File: src/rtl/dmem_access_ctrl.sv
// dmem_access_ctrl: round-robin CPU/DBG arbiter for a 64-word memory with sub-word load extension and SB/SH read-modify-write (ports: cpu_*, dbg_*, mem_*)
module dmem_access_ctrl #(
  parameter int DEPTH = 64,
  parameter int AW = 6
) (
  input  logic        clk_i,
  input  logic        reset_i,
  input  logic        cpu_req_i,
  input  logic        cpu_we_i,
  input  logic [2:0]  cpu_funct3_i,
  input  logic [31:0] cpu_addr_i,
  input  logic [31:0] cpu_wdata_i,
  output logic [31:0] cpu_rdata_o,
  output logic        cpu_ack_o,
  output logic        cpu_err_o,
  output logic        cpu_stall_o,
  input  logic        dbg_req_i,
  input  logic        dbg_we_i,
  input  logic [31:0] dbg_addr_i,
  input  logic [31:0] dbg_wdata_i,
  output logic [31:0] dbg_rdata_o,
  output logic        dbg_ack_o,
  output logic        dbg_err_o,
  output logic [31:0] mem_addr_o,
  output logic [31:0] mem_wdata_o,
  output logic        mem_we_o,
  output logic        mem_re_o,
  input  logic [31:0] mem_rdata_i
);
  typedef enum logic [1:0] {IDLE, ACC, RMW_WR} state_e;
  state_e state_q, state_d;
  logic [31:0] addr_q, wdata_q, merged_q;
  logic [2:0] f3_q;
  logic we_q, dbg_q, last_q;
  logic gnt_dbg, bad, sub, ack, err;
  logic [31:0] rd, rdata, shifted, mask, ins;
  logic [4:0] sh;
  assign gnt_dbg = dbg_req_i & (~cpu_req_i | ~last_q);
  assign sh = {addr_q[1:0], 3'b000};
  assign shifted = mem_rdata_i >> sh;
  assign mask = (f3_q[0] ? 32'h0000_ffff : 32'h0000_00ff) << sh;
  assign ins = wdata_q << sh;
  assign sub = we_q & (f3_q != 3'b010);
  assign bad = (addr_q >= 32'(DEPTH * 4)) | (f3_q[1:0] == 2'b01 & addr_q[0]) |
               (f3_q[1:0] == 2'b10 & addr_q[1:0] != 2'b00) |
               (we_q ? f3_q > 3'b010 : (f3_q == 3'b011 | f3_q[2:1] == 2'b11));
  assign rd = f3_q[1] ? mem_rdata_i :
              f3_q[0] ? {{16{~f3_q[2] & shifted[15]}}, shifted[15:0]} :
                        {{24{~f3_q[2] & shifted[7]}}, shifted[7:0]};
  always_ff @(posedge clk_i) begin
    if (!reset_i) state_q <= IDLE;
    else state_q <= state_d;
  end
  always_ff @(posedge clk_i) begin
    if (!reset_i) begin
      last_q <= 1'b1;
      dbg_q <= 1'b0;
      addr_q <= '0;
      we_q <= 1'b0;
      f3_q <= '0;
      wdata_q <= '0;
      merged_q <= '0;
    end else begin
      if (state_q == IDLE && (cpu_req_i | dbg_req_i)) begin
        dbg_q <= gnt_dbg;
        last_q <= gnt_dbg;
        addr_q <= gnt_dbg ? dbg_addr_i : cpu_addr_i;
        we_q <= gnt_dbg ? dbg_we_i : cpu_we_i;
        f3_q <= gnt_dbg ? 3'b010 : cpu_funct3_i;
        wdata_q <= gnt_dbg ? dbg_wdata_i : cpu_wdata_i;
      end
      if (state_q == ACC) merged_q <= (mem_rdata_i & ~mask) | (ins & mask);
    end
  end
  always_comb begin
    state_d = state_q == IDLE ? ((cpu_req_i | dbg_req_i) ? ACC : IDLE) :
              (state_q == ACC && !bad && sub) ? RMW_WR : IDLE;
  end
  always_comb begin
    ack = 1'b0;
    err = 1'b0;
    mem_re_o = 1'b0;
    mem_we_o = 1'b0;
    mem_wdata_o = '0;
    rdata = '0;
    if (reset_i && state_q == ACC) begin
      ack = bad | ~sub;
      err = bad;
      mem_re_o = ~bad & (~we_q | sub);
      mem_we_o = ~bad & we_q & ~sub;
      mem_wdata_o = (~bad & we_q & ~sub) ? wdata_q : '0;
      rdata = (~bad & ~we_q) ? rd : '0;
    end else if (reset_i && state_q == RMW_WR) begin
      ack = 1'b1;
      mem_we_o = 1'b1;
      mem_wdata_o = merged_q;
    end
    mem_addr_o = (mem_re_o | mem_we_o) ? 32'(addr_q[AW+1:2]) : '0;
  end
  assign cpu_ack_o = ack & ~dbg_q;
  assign dbg_ack_o = ack & dbg_q;
  assign cpu_err_o = err & ~dbg_q;
  assign dbg_err_o = err & dbg_q;
  assign cpu_rdata_o = dbg_q ? '0 : rdata;
  assign dbg_rdata_o = dbg_q ? rdata : '0;
  assign cpu_stall_o = cpu_req_i & ~cpu_ack_o;
endmodule

File: config.mk
export PLATFORM = sky130hd
export DESIGN_NAME = dmem_access_ctrl
export DESIGN_NICKNAME = d
export VERILOG_FILES = /design/src/rtl/dmem_access_ctrl.sv
export SDC_FILE = /design/constraint.sdc
export NUM_CORES = 1
export LEC_CHECK = 0
export ABC_CLOCK_PERIOD_IN_PS = 2500
export BUFFER_PORTS_ARGS = -buffer_cell sky130_fd_sc_hd__buf_2
export CAP_MARGIN = 20
export CORE_UTILIZATION = 50
export CTS_CLUSTER_DIAMETER = 150
export CTS_CLUSTER_SIZE = 10
export DETAILED_ROUTE_END_ITERATION = 6
export PLACE_DENSITY = 0.83
export SLEW_MARGIN = 25
export SYNTH_ARGS = -nofsm -noshare
export SYNTH_HDL_FRONTEND = slang
export SYNTH_SLANG_ARGS = --single-unit
export TNS_END_PERCENT = 100
File: constraint.sdc
create_clock -name clk_i -period 2.5 [get_ports clk_i]
set_input_delay 0.375 -clock clk_i [delete_from_list [all_inputs] [get_ports clk_i]]
set_output_delay 0.375 -clock clk_i [all_outputs]
set_load 0.02 [all_outputs]
==> qor.yml <==
critPathTopFamily: "simple AND/OR/NAND/NOR gates"
synth_commonest_cells: "nand2_1 (200), dfxtp_1 (104), mux2i_1 (77), o211a_1 (72), clkbuf_1 (60)"
post-route-min-period_ns: 2.87
grt_pass1_vias: 7399
cts_root_buf: "clkbuf_16"
drtPass1Iterations: 7
dpl_worst_slack_ns: -0.0715
outcome: "complete, but fails checks"
tightest_slew_ns: 0.803
h-tree-depth: 3
vias_per_cell: 5.99
busiest_layer: "met2"
met1_usage_pct: 39.9
dieArea_mm2: 0.0156
drv_slew: 0
finalCritPeriodShare_pct: 115
die_x_um: 125
final_util_pct: 76.5
synth_ff_type: "dfxtp_1"
cp.arrival_ns: 2.49
cts_hold_buf: 0
synth_edf_count: 0
grt_max_degree: 70
start_util_pct: 51.7
leakagePower_nw: 5.31
hold_viol_final: 0
gr-total-overflow: 0
critical_path_class: "reg2out"
wl_per_cell_um: 20.6
cp_max_fo: 6
grt_setup_unrepaired: "yes"
maxCapViolCount: 0
routed_wl_um: 29400
p_per_area_mw_per_mm2: 457
finalSetupViolations: 109
antenna_found_initial: 4
ant_nets: 0
core_area_mm2: 0.0146
num_vias: 8540
synth_cell_types: 54
grt_pass1_wl_um: 39800
yosys-top-cells-area: "dfxtp_1 (27%), mux2i_1 (10%), nand2_1 (9.9%), o211a_1 (9.5%), nor4_2 (5.0%)"
clk_pin_slew_worst_paths_ns: 0.08
ys_seq_area_share_pct: 27.5
hold_class: "in2reg"
place.gp.congestion: 0.931
num-fill-cells: 1028
slowest_delay_ns: 0.54
cts_tree: "done"
setup_tns_ns: -26.92
yosysWarnings: 0
num_rows: 44
drtIter0Drc: 864
cp-start-kind: "flop"
placed_cells: 1377
instances_no_fill: 1426
cpMaxStageDelayCell: "or4_4"
dpl.hpwl_um: 18600
clkLatencyLatePin_ns: 0.35
area_growth_pct: 48.0
end_kind: "primary output"
synth-async-reset-ratio_pct: 0
port_buffers: 277
cts_made_buffers: 9
synth_area_mm2: 0.00757
slew-limit-headroom_pct: 45.9
vdd_drop_max_mv: 0.311
track_usage_pct: 31.9
final_cell_area_mm2: 0.0112
netlist_instances: 970
power.total_mw: 5.13
drc: 46
drive_gt1_share_pct: 41.4
die_h_um: 125
cts_sinks: 104
cts_buffer_depth: 2
path_buf_inv: 3
synth_top_area_share_pct: 27.5
whs_ns: 0.343
global_route.usage.met2_pct: 54.9
violations: "DRC, setup timing"
fin_skew_ns: 0.0116
synth_area_leader_cell: "dfxtp_1"
crit_path_cell_trace: "or4_4 -> a221oi_4 -> buf_6 -> nand2_8 -> buf_8 -> nor4_4 -> buf_4"
postSynthAreaPerCell_um2: 7.81
yosys.cell_count.top_type: "nand2_1"
dpl_cell_area_mm2: 0.00911
cp.required_ns: 2.12
boundaryPins: 304
fmax_ghz: 0.349
synth-seq-cells: 104
finish.net_count: 1402
worst_slack_ns: -0.369
use_met3_pct: 5.05
==> state kept, by name, indices dropped and copies added (netlist names) <==
register and cells:
wdata_q 32, addr_q 32, merged_q 32, dbg_q 1, state_q 2, f3_q 3
we_q 1, last_q 1
==> power by group <==
part	internal [mW]	switching, mW
combinational	0.717	1.09
clock	0.718	0.653
sequential	1.81	0.137
total	3.25	1.88
==> layout make-up <==
| cell class | instances | area (µm²) | area share (%) |
|---|---|---|---|
| timing repair buffer | 346 | 2760 | 24.6 |
| clock buffer | 10 | 239 | 2.13 |
| antenna | 4 | 10.0 | 0.0893 |
| clock inverter | 6 | 51.3 | 0.458 |
| multi-input combinational | 736 | 5700 | 50.8 |
| inverter | 36 | 135 | 1.21 |
| sequential | 104 | 2090 | 18.6 |
| tap | 184 | 230 | 2.05 |
==> worst paths after layout <==
check	startpoint	endpoint	slack, ns	cells past startpoint
setup reg to reg	addr_q[1]$_SDFFE_PN0P_	merged_q[19]$_SDFFE_PN0N_	0.19	6
hold reg to reg	merged_q[11]$_SDFFE_PN0N_	merged_q[11]$_SDFFE_PN0N_	0.46	2
setup / recovery	addr_q[1]$_SDFFE_PN0P_	dbg_rdata_o[20]	-0.37	7
hold / removal	cpu_funct3_i[1]	f3_q[1]$_SDFFE_PN0P_	0.34	3
==> cell usage in the layout, fill, tap and decap left out, types with 11 or more instances in the layout <==
cell type,n
nand2_1,198
buf_2,168
dfxtp_1,99
buf_4,95
mux2i_1,77
o211a_1,72
buf_6,58
nor2_1,36
inv_1,35
nor4_4,31
o21ai_2,31
conb_1,26
nand2b_1,25
a21oi_1,23
a21boi_0,19
nor3_2,17
o21ai_0,17
o211ai_1,16
clkbuf_16,16
nor3_4,15
o221ai_1,11
==> logic make-up after synthesis <==
kind of cell | count (synthesis) | share of synthesized area, %
other cells | 1 | 0.0495
compound gates | 229 | 23.6
simple gates | 394 | 27.2
flops | 104 | 27.5
mux | 87 | 11.7
buf+inv | 155 | 9.98
==> metal layers <==
layer  up-vias  part of all wire, %
met5         -                    0
met4         0                  5.8
met3       118                  8.1
met2       524                   49
met1      3991                   37
li1       3907                    -
==> repair_timing <==
action / 4_1_cts / 5_1_grt
cloned: 4 / 10
gates resized for setup: 113 / 216
pin swaps: 9 / 64
endpoints found under the setup margin: 109 / 109
setup buffers: 7 / 9
==> worst register-to-register path, cell delays in order, from the launching register on <==
cell	delay [ns]
dfxtp_2	0.34
buf_4	0.20
bufbuf_16	0.34
nand2b_1	0.38
mux2_2	0.39
a211oi_1	0.44
nor3b_1	0.09
Power figures use the tool's default switching activity.
